===== src/rtl/execute_stage_pkg.sv =====
// Shared definitions for the EX stage: ALU opcodes (also used by the decoder),
// FSM states and the control bundle carried into EX/MEM.
package execute_stage_pkg;

  localparam logic [3:0] ALU_ADD = 4'b0000;
  localparam logic [3:0] ALU_SUB = 4'b0001;
  localparam logic [3:0] ALU_AND = 4'b0010;
  localparam logic [3:0] ALU_OR  = 4'b0011;
  localparam logic [3:0] ALU_XOR = 4'b0100;
  localparam logic [3:0] ALU_SLT = 4'b0101;
  localparam logic [3:0] ALU_SLL = 4'b0110;
  localparam logic [3:0] ALU_SRL = 4'b0111;
  localparam logic [3:0] ALU_MUL = 4'b1000;

  localparam logic [1:0] FWD_RESULT_W = 2'b01;
  localparam logic [1:0] FWD_ALU_M    = 2'b10;

  typedef enum logic [0:0] {
    ST_IDLE     = 1'b0,
    ST_MUL_BUSY = 1'b1
  } exState_e;

  typedef struct packed {
    logic [4:0] rd;
    logic       regWrite;
    logic       memWrite;
    logic       readEnable;
    logic       byteAddress;
    logic [1:0] resultSrc;
  } exCtrl_t;

  function automatic exCtrl_t bubbleCtrl();
    return exCtrl_t'(11'd0);
  endfunction

endpackage


===== src/rtl/exec_alu.sv =====
// Single-cycle combinational ALU for the EX stage. MUL is handled by the
// multi-cycle path in execute_stage, so it yields 0 here like unused codes.
module exec_alu
  import execute_stage_pkg::*;
#(
  parameter int WORD_SIZE = 32
) (
  input  logic [WORD_SIZE-1:0] SrcA,
  input  logic [WORD_SIZE-1:0] SrcB,
  input  logic [3:0]           ALUControl,
  output logic [WORD_SIZE-1:0] Result,
  output logic                 Zero
);

  localparam logic [WORD_SIZE-1:0] ZERO_W = {WORD_SIZE{1'b0}};

  // Operation select
  always_comb begin
    Result = ZERO_W;
    case (ALUControl)
      ALU_ADD: Result = SrcA + SrcB;
      ALU_SUB: Result = SrcA - SrcB;
      ALU_AND: Result = SrcA & SrcB;
      ALU_OR:  Result = SrcA | SrcB;
      ALU_XOR: Result = SrcA ^ SrcB;
      ALU_SLT: Result = {{(WORD_SIZE-1){1'b0}}, ($signed(SrcA) < $signed(SrcB))};
      ALU_SLL: Result = SrcA << SrcB[4:0];
      ALU_SRL: Result = SrcA >> SrcB[4:0];
      default: Result = ZERO_W;
    endcase
  end

  // Zero flag for branch resolution
  always_comb begin
    if (Result == ZERO_W) begin
      Zero = 1'b1;
    end else begin
      Zero = 1'b0;
    end
  end

endmodule


===== src/rtl/execute_stage.sv =====
// Pipeline EX stage: forwarding, ALU, branch/jump redirect, multi-cycle MUL
// and the EX/MEM register feeding the memory stage.
module execute_stage
  import execute_stage_pkg::*;
#(
  parameter int WORD_SIZE   = 32,
  parameter int MUL_LATENCY = 5
) (
  input  logic                 clk,
  input  logic                 rst,
  input  logic                 ValidE,
  input  logic                 FlushE,
  input  logic [WORD_SIZE-1:0] RD1E,
  input  logic [WORD_SIZE-1:0] RD2E,
  input  logic [WORD_SIZE-1:0] ImmExtE,
  input  logic [WORD_SIZE-1:0] PCE,
  input  logic [WORD_SIZE-1:0] PCPlus4E,
  input  logic [4:0]           RdE,
  input  logic                 RegWriteE,
  input  logic                 MemWriteE,
  input  logic                 ReadEnableE,
  input  logic                 ByteAddressE,
  input  logic                 ALUSrcE,
  input  logic                 BranchE,
  input  logic                 JumpE,
  input  logic [1:0]           ResultSrcE,
  input  logic [3:0]           ALUControlE,
  input  logic [1:0]           ForwardAE,
  input  logic [1:0]           ForwardBE,
  input  logic [WORD_SIZE-1:0] ResultW,
  input  logic                 MemStall,
  output logic [WORD_SIZE-1:0] ALUResultM,
  output logic [WORD_SIZE-1:0] WriteDataM,
  output logic [WORD_SIZE-1:0] PCPlus4M,
  output logic [4:0]           RdM,
  output logic                 RegWriteM,
  output logic                 MemWriteM,
  output logic                 ReadEnableM,
  output logic                 ByteAddressM,
  output logic [1:0]           ResultSrcM,
  output logic                 StallE,
  output logic                 PCSrcE,
  output logic [WORD_SIZE-1:0] PCTargetE
);

  localparam int CNT_W = $clog2(MUL_LATENCY + 1);
  localparam logic [WORD_SIZE-1:0] ZERO_W = {WORD_SIZE{1'b0}};
  localparam logic [CNT_W-1:0] CNT_ZERO  = {CNT_W{1'b0}};
  localparam logic [CNT_W-1:0] CNT_ONE   = CNT_W'(1);
  localparam logic [CNT_W-1:0] CNT_START = CNT_W'(MUL_LATENCY - 1);

  exState_e             state_r;
  logic [CNT_W-1:0]     mulCount_r;
  logic [WORD_SIZE-1:0] mulA_r, mulB_r, mulWd_r, mulPc4_r;
  exCtrl_t              mulCtrl_r, ctrlM_r, ctrlE_s;

  logic [WORD_SIZE-1:0] srcA_s, srcB_s, writeData_s, aluResult_s, mulLow_s;
  logic                 zero_s, effective_s, isMul_s, isIdle_s, countOne_s;

  // Operand forwarding; select 11 falls back to the register file value
  always_comb begin
    case (ForwardAE)
      FWD_RESULT_W: srcA_s = ResultW;
      FWD_ALU_M:    srcA_s = ALUResultM;
      default:      srcA_s = RD1E;
    endcase
    case (ForwardBE)
      FWD_RESULT_W: writeData_s = ResultW;
      FWD_ALU_M:    writeData_s = ALUResultM;
      default:      writeData_s = RD2E;
    endcase
    if (ALUSrcE) begin
      srcB_s = ImmExtE;
    end else begin
      srcB_s = writeData_s;
    end
  end

  exec_alu #(.WORD_SIZE(WORD_SIZE)) uAlu (
    .SrcA       (srcA_s),
    .SrcB       (srcB_s),
    .ALUControl (ALUControlE),
    .Result     (aluResult_s),
    .Zero       (zero_s)
  );

  assign mulLow_s = mulA_r * mulB_r;

  // Issue qualification, stall and redirect
  always_comb begin
    effective_s = ValidE & ~FlushE;
    isMul_s     = (ALUControlE == ALU_MUL);
    isIdle_s    = (state_r == ST_IDLE);
    countOne_s  = (mulCount_r == CNT_ONE);
    ctrlE_s     = '{rd: RdE, regWrite: RegWriteE, memWrite: MemWriteE,
                    readEnable: ReadEnableE, byteAddress: ByteAddressE,
                    resultSrc: ResultSrcE};
    PCTargetE   = PCE + ImmExtE;
    StallE      = MemStall | (isIdle_s & effective_s & isMul_s)
                | (~isIdle_s & ~(countOne_s & ~MemStall));
    PCSrcE      = effective_s & isIdle_s & ~MemStall & ((BranchE & zero_s) | JumpE);
  end

  // FSM, multiply latch and EX/MEM register; MemStall freezes EX/MEM
  always_ff @(posedge clk) begin
    if (rst) begin
      state_r    <= ST_IDLE;
      mulCount_r <= CNT_ZERO;
      mulA_r     <= ZERO_W;
      mulB_r     <= ZERO_W;
      mulWd_r    <= ZERO_W;
      mulPc4_r   <= ZERO_W;
      mulCtrl_r  <= bubbleCtrl();
      ALUResultM <= ZERO_W;
      WriteDataM <= ZERO_W;
      PCPlus4M   <= ZERO_W;
      ctrlM_r    <= bubbleCtrl();
    end else begin
      case (state_r)
        ST_IDLE: begin
          if (!MemStall) begin
            if (effective_s && isMul_s) begin
              mulA_r     <= srcA_s;
              mulB_r     <= srcB_s;
              mulWd_r    <= writeData_s;
              mulPc4_r   <= PCPlus4E;
              mulCtrl_r  <= ctrlE_s;
              mulCount_r <= CNT_START;
              state_r    <= ST_MUL_BUSY;
              ALUResultM <= ZERO_W;
              WriteDataM <= ZERO_W;
              PCPlus4M   <= ZERO_W;
              ctrlM_r    <= bubbleCtrl();
            end else if (effective_s) begin
              ALUResultM <= aluResult_s;
              WriteDataM <= writeData_s;
              PCPlus4M   <= PCPlus4E;
              ctrlM_r    <= ctrlE_s;
            end else begin
              ALUResultM <= ZERO_W;
              WriteDataM <= ZERO_W;
              PCPlus4M   <= ZERO_W;
              ctrlM_r    <= bubbleCtrl();
            end
          end
        end
        ST_MUL_BUSY: begin
          if (!countOne_s) begin
            // early latency cycles elapse even while memory stalls
            mulCount_r <= mulCount_r - CNT_ONE;
            if (!MemStall) begin
              ALUResultM <= ZERO_W;
              WriteDataM <= ZERO_W;
              PCPlus4M   <= ZERO_W;
              ctrlM_r    <= bubbleCtrl();
            end
          end else if (!MemStall) begin
            ALUResultM <= mulLow_s;
            WriteDataM <= mulWd_r;
            PCPlus4M   <= mulPc4_r;
            ctrlM_r    <= mulCtrl_r;
            mulCount_r <= CNT_ZERO;
            state_r    <= ST_IDLE;
          end
        end
        default: begin
          state_r    <= ST_IDLE;
          mulCount_r <= CNT_ZERO;
        end
      endcase
    end
  end

  assign RdM          = ctrlM_r.rd;
  assign RegWriteM    = ctrlM_r.regWrite;
  assign MemWriteM    = ctrlM_r.memWrite;
  assign ReadEnableM  = ctrlM_r.readEnable;
  assign ByteAddressM = ctrlM_r.byteAddress;
  assign ResultSrcM   = ctrlM_r.resultSrc;

endmodule


===== config.mk =====
export PLATFORM = sky130hd
export DESIGN_NAME = execute_stage
export DESIGN_NICKNAME = d
export VERILOG_FILES = /design/src/rtl/execute_stage_pkg.sv /design/src/rtl/exec_alu.sv /design/src/rtl/execute_stage.sv
export SDC_FILE = /design/constraint.sdc
export NUM_CORES = 2
export LEC_CHECK = 0
export CAP_MARGIN = 0
export CORE_ASPECT_RATIO = 1.4
export CORE_MARGIN = 1.5
export CORE_UTILIZATION = 60
export CTS_CLUSTER_SIZE = 8
export DETAILED_ROUTE_END_ITERATION = 10
export PLACE_DENSITY = 0.81
export SKIP_CTS_REPAIR_TIMING = 1
export SYNTH_ARGS = -nofsm -noshare
export SYNTH_HDL_FRONTEND = slang
export SYNTH_SLANG_ARGS = --single-unit
export TNS_END_PERCENT = 100

===== constraint.sdc =====
create_clock -name clk -period 7.9 [get_ports clk]
set_clock_uncertainty 0.05 [all_clocks]
set_input_delay 0.79 -clock clk [delete_from_list [all_inputs] [get_ports clk]]
set_output_delay 0.79 -clock clk [all_outputs]
set_load 0.02 [all_outputs]

# Word-level counts from Yosys, hierarchy flattened
# Cells that the tools add are included.
# word_totals
ff_bits	250
output_inout_bits	141
wordCells	111
# classes
add_sub_neg	4
n_mul	1
order_cmp	1
n_eq_ne	17
shift	2
muxes	41
bitwise	18
reduce_logical	6
# ops
op	n
$mux W32	17
$pmux W32 S2	5
$pmux W32 S8	1
$mux W11	6
$add A32 B32 Y32	2
$and A32 B32 Y32	1
$logic_not A32 Y1	1
$lt A32 B32 Y1	1
$mul A32 B32 Y32	1
$or A32 B32 Y32	1
$shl A32 B5 Y32	1
$shr A32 B5 Y32	1
$sub A32 B32 Y32	1
$xor A32 B32 Y32	1
$pmux W11 S2	1
$eq A4 B3 Y1 const B	4
$mux W3	4
$and A1 B1 Y1	8
$eq A4 B2 Y1 const B	2
$pmux W3 S2	1
$reduce_and A3 Y1	2
$mux W1	5
$eq A2 B1 Y1 const B	2
$eq A2 B2 Y1 const B	2
13 further kinds	19

# Longest topological paths before layout
# logic_depth
word_depth	10
depth_mapped	30

# Cells and area by module
# Synthesis repeated with hierarchy kept, for this count alone.
# hier_totals
cells_unflattened	4858
area_unflattened_um2	37971.4
# by_module_without_submodules
mod	n_inst	cells_each	area_each_um2	seq_area_each_um2
execute_stage	1	3515	28472.3	5004.8
exec_alu	1	1343	9499.1	0.0

# Worst setup path before layout
# Ideal clock, no wire load.
# synth_path
path_type	register -> register
start	reg mulB_r[5]
end	reg ALUResultM[30]
setup_time_ns	0.115
arrival_ns	7.079
setup_slack_ns	0.656
path_stages_with_launch	29
synth_period_minus_slack_ns	7.244
path_cell_list	dfxtp_1 clkbuf_1 clkbuf_1 and2_1 fa_1 fa_1 fa_1 inv_1 fa_1 inv_1 fa_1 inv_1 fa_1 inv_1 fa_1 fa_1 ha_1 a21oi_1 o21bai_1 a21o_1 a21oi_1 o31ai_1 a21oi_1 o21ai_0 o41ai_1 o21ai_0 xnor2_1 o22ai_1 o21a_1
# synth_between
elab_chain_cells	4
# synth_rtl
element	line	source
from (decl)	execute_stage.sv:54	logic [WORD_SIZE-1:0] mulA_r, mulB_r, mulWd_r, mulPc4_r;
from (signal assigned)	execute_stage.sv:124	mulB_r <= srcB_s;
$mul A32 B32 Y32	execute_stage.sv:87	assign mulLow_s = mulA_r * mulB_r;
$mux W32	execute_stage.sv:157	end else if (!MemStall) begin
$mux W32	execute_stage.sv:148	if (!countOne_s) begin
$pmux W32 S2	execute_stage.sv:119	case (state_r)
to (signal assigned)	execute_stage.sv:135	ALUResultM <= aluResult_s;
to (signal assigned)	execute_stage.sv:158	ALUResultM <= mulLow_s;
to (decl)	execute_stage.sv:32	output logic [WORD_SIZE-1:0] ALUResultM,
# No other way between the ends. The select of a mux whose other input is x is not followed.
# A chain may end at the register's enable or synchronous reset.

# Worst setup path in the final report
# layout_path
start	reg mulA_r[1]
end	reg ALUResultM[31]
# layout_between
elab_chain_cells	4
# layout_rtl
element	line	source
from (decl)	execute_stage.sv:54	
from (signal assigned)	execute_stage.sv:123	mulA_r <= srcA_s;
$mul A32 B32 Y32	execute_stage.sv:87	
$mux W32	execute_stage.sv:157	
$mux W32	execute_stage.sv:148	
$pmux W32 S2	execute_stage.sv:119	
# No other way between the ends. The select of a mux whose other input is x is not followed.

==> flow_summary_export.csv <==
group,metric,value,unit
detailed_routing,vias_per_cell,6.735,
grt,grt_max_degree,153,
cells_and_area,fillers,4413,
placed_design,gp_congestion,1.145,
setup_path,end_kind,"flip-flop",
detailed_routing,first_iter_violations,4837,
sta,min_period_over_period,0.9956,
grt,use_met3,0.2139,
synthesis,synth.most_common_cell,"nor2_1",
synthesis,synth_top_family_by_area,"adder cells",
cells_and_area,post-route-util,0.7201,
detailed_routing,drt_pre_antenna_iters,11,
power_and_ir_drop,swShare,0.4160,
synthesis,synthesis.area,0.03687,sq mm
synthesis,yosysTopAreaCellShare,0.2231,
power_and_ir_drop,power_density,121.2,mW/mm^2
die,dieWidth,212.5,um
power_and_ir_drop,p_leak,19.72,nW
power_and_ir_drop,switchingPower,2.206,mW
setup_path,cp_max_fo,15,
die,core,0.06078,sq mm
sta,finalHoldViolCount,0,
setup_path,cp.arrival,8.20,ns
setup_path,critPathLaunchType,"flip-flop",
sta,max_freq,127.1,MHz
grt,grt_util_all_layers,0.5518,
sta,worst_pin_slew,1.441,ns
sta,slew_violations,0,
detailed_routing,wl,175.3,mm
power_and_ir_drop,internal-power,3.097,mW
clocking,htreeDepth,2,
synthesis,synth_commonest_cells,"530 x nor2_1, 491 x inv_1, 452 x nand2_1, 411 x fa_1, 358 x a21oi_1",
synthesis,synthAdderAreaFrac,0.3103,
grt,top_usage_layer,"met2",
clocking,cts.clk_slew.worst_paths,0.06,ns
detailed_routing,detail_route.drc_violations,2,
synthesis,synth_ff_type,"dfxtp_1",
run_status,status,"complete, but fails checks",
synthesis,synth-xor-area-share,0.02755,
clocking,root_buffer,"clkbuf_16",
die,die_y,296.3,um
power_and_ir_drop,seqPwrFrac,0.252,
sta,slew_headroom,0.03179,
detailed_routing,num_vias,39471,
synthesis,avgSynthCellArea,7.938,sq um
sta,fin_setup_tns,0,ns
die,fp.dieArea,0.06297,sq mm
synthesis,synth-seq-cells,250,
clocking,cts_tree,"built",
die,start_util,0.6067,
synthesis,synth_compound_area_frac,0.1891,
synthesis,synth_async_sr_flop_share,0,
synthesis,synth_edf_count,0,
grt,met2_usage,0.8520,
sta,layout_min_cycle_time,7.865,ns
setup_path,worstPathRequired,8.24,ns
synthesis,synth.largest_area_cell,"fa_1",
sta,holdWs,0.4054,ns
cells_and_area,nets,5908,
cells_and_area,instances_no_fill,5861,
die,io-pin-count,360,
synthesis,syn_nets,5532,
detailed_routing,ant_nets,0,
min_path,min_path_type,"reg -> reg",
die,row_count,107,
cells_and_area,area_delta_synth_final,18.70,%
cells_and_area,drive_gt1_frac,0.09333,
power_and_ir_drop,vdd_drop_max,0.1408,mV
clocking,cts_buffer_depth,3,
synthesis,syn_inst,4645,
synthesis,synthSimpleGateAreaFrac,0.1958,
run,cap_viol_max_count,0,
synthesis,synth_area_leaders,"fa_1 22%, dfxtp_1 14%, ha_1 8.7%, nor2_1 5.4%, and2_1 5.4%",
grt,overflow,0,
grt,use_met1,0.5443,
run_status,violations,"DRC",
clocking,clk_latency,0.60,ns
grt,antenna_found_initial,32,
clocking,cts_buffers,37,
synthesis,yosys_warnings,0,
clocking,cts_num_sinks,250,
power_and_ir_drop,combPwrFrac,0.465,
detailed_routing,wl_per_cell,29.91,um
power_and_ir_drop,clkPwrFrac,0.284,
synthesis,synth_mux_area_frac,0.05290,
placed_design,port_buffers,359,
setup_path,critPathKind,"reg -> reg",
grt,grt_pass1_vias,40881,
placed_design,hpwl,135.5,mm
sta,setup_violations,0,
synthesis,synthDistinctLibCells,105,
synthesis,synth_seq_area_share,0.1357,
grt,grt_pass1_wl,253.5,mm
placed_design,dpl.cell_count,5799,
-- stage by stage --
step / instance area [sq um] / worst slack, ns / total power [mW]
finish: 43770 / 0.03514 / 5.304
global route: 43750 / -0.03322 / 5.408
CTS: 43550 / -0.2316 / 5.150
detailed placement: 42540 / -0.2074 / 3.661
global placement: 42540 / -0.2216 / 3.653
floorplan: 36870 / 0.6564 / 2.617
-- area by class of cell --
type | count | area, sq um | area share
clock inverters | 3 | 41.29 | 0.0009433
well taps | 817 | 1022 | 0.02335
repair buffers | 664 | 6028 | 0.1377
diodes | 19 | 47.55 | 0.001086
flip-flops and latches | 250 | 5034 | 0.1150
inverters | 498 | 1872 | 0.04276
multi-input cells | 3570 | 28760 | 0.6570
clock buffers | 40 | 968.4 | 0.02213
-- routing by layer --
layer / part of all wire / up-vias
met4: 0.13 / 18
met5: 0.00068 / -
met3: 0.13 / 1355
met1: 0.30 / 18582
li1: - / 16291
met2: 0.44 / 3225
-- critical path, stage by stage (launching register included) --
cell,delay (ns)
dfxtp_1,0.66
buf_4,0.27
buf_4,0.30
nand2_1,0.14
fa_1,0.45
fa_1,0.41
fa_1,0.49
inv_1,0.05
fa_1,0.56
inv_1,0.07
fa_1,0.51
fa_1,0.43
fa_1,0.49
fa_1,0.42
xnor2_1,0.23
xnor2_1,0.13
xnor2_1,0.34
xnor2_1,0.17
xnor2_1,0.25
xnor2_1,0.13
xnor2_1,0.37
mux2_2,0.38
o31ai_1,0.24
a311oi_1,0.13
-- power groups by stage --
stage	registers, mW	logic (mW)	clock network (mW)
final	1.33	2.47	1.50
after CTS	1.33	2.33	1.49
after global placement	1.35	2.30	0
after global routing	1.33	2.53	1.54
after detailed placement	1.35	2.31	0
after floorplan	1.37	1.25	0
-- final timing paths --
check,from,to,slack [ns],cells past startpoint
hold reg to reg,mulPc4_r[29]$_SDFFE_PP0P_,mulPc4_r[29]$_SDFFE_PP0P_,0.41,2
setup / recovery,mulA_r[1]$_SDFFE_PP0P_,ALUResultM[31]$_SDFFE_PP0P_,0.04,23
hold / removal,mulPc4_r[29]$_SDFFE_PP0P_,mulPc4_r[29]$_SDFFE_PP0P_,0.41,2
setup reg to reg,mulA_r[1]$_SDFFE_PP0P_,ALUResultM[31]$_SDFFE_PP0P_,0.04,23
-- logic make-up after synthesis --
group,count (synthesis)
simple gates,1557
compound gates,1039
buf+inv,825
fa+ha+maj,668
flops,250
mux,190
xor+xnor,116
-- placed cells by master (no fill, tap or decap), types with 20 or more instances in the layout --
cell type,synthesis,layout
o21a_1,31,31
clkbuf_16,0,38
nor2b_1,21,21
dfxtp_1,250,229
nor2_1,530,530
ha_1,257,252
a211oi_1,63,63
clkdlybuf4s50_1,0,355
and2_1,316,315
buf_4,13,289
mux2i_1,172,172
xnor2_1,93,93
a221o_1,74,74
nand2_1,452,452
o21ai_1,20,20
a22oi_1,52,51
a21oi_1,358,348
o21ai_0,154,153
nor3_1,77,73
xor2_1,23,23
fa_1,411,410
inv_1,491,491
a21o_1,25,25
a221oi_1,32,32
nand2b_1,22,22
nand3_1,39,39
dfxtp_2,0,20
-- sequential cells by signal, summed over array words and instances, names as in the netlist --
name / count
ALUResultM: 32
PCPlus4M: 32
WriteDataM: 32
mulA_r: 32
mulB_r: 32
mulPc4_r: 32
mulWd_r: 32
mulCtrl_r: 11
RdM: 5
mulCount_r: 3
ResultSrcM: 2
ByteAddressM: 1
MemWriteM: 1
ReadEnableM: 1
RegWriteM: 1
state_r: 1
No activity file was read; power rests on OpenSTA's default activity.
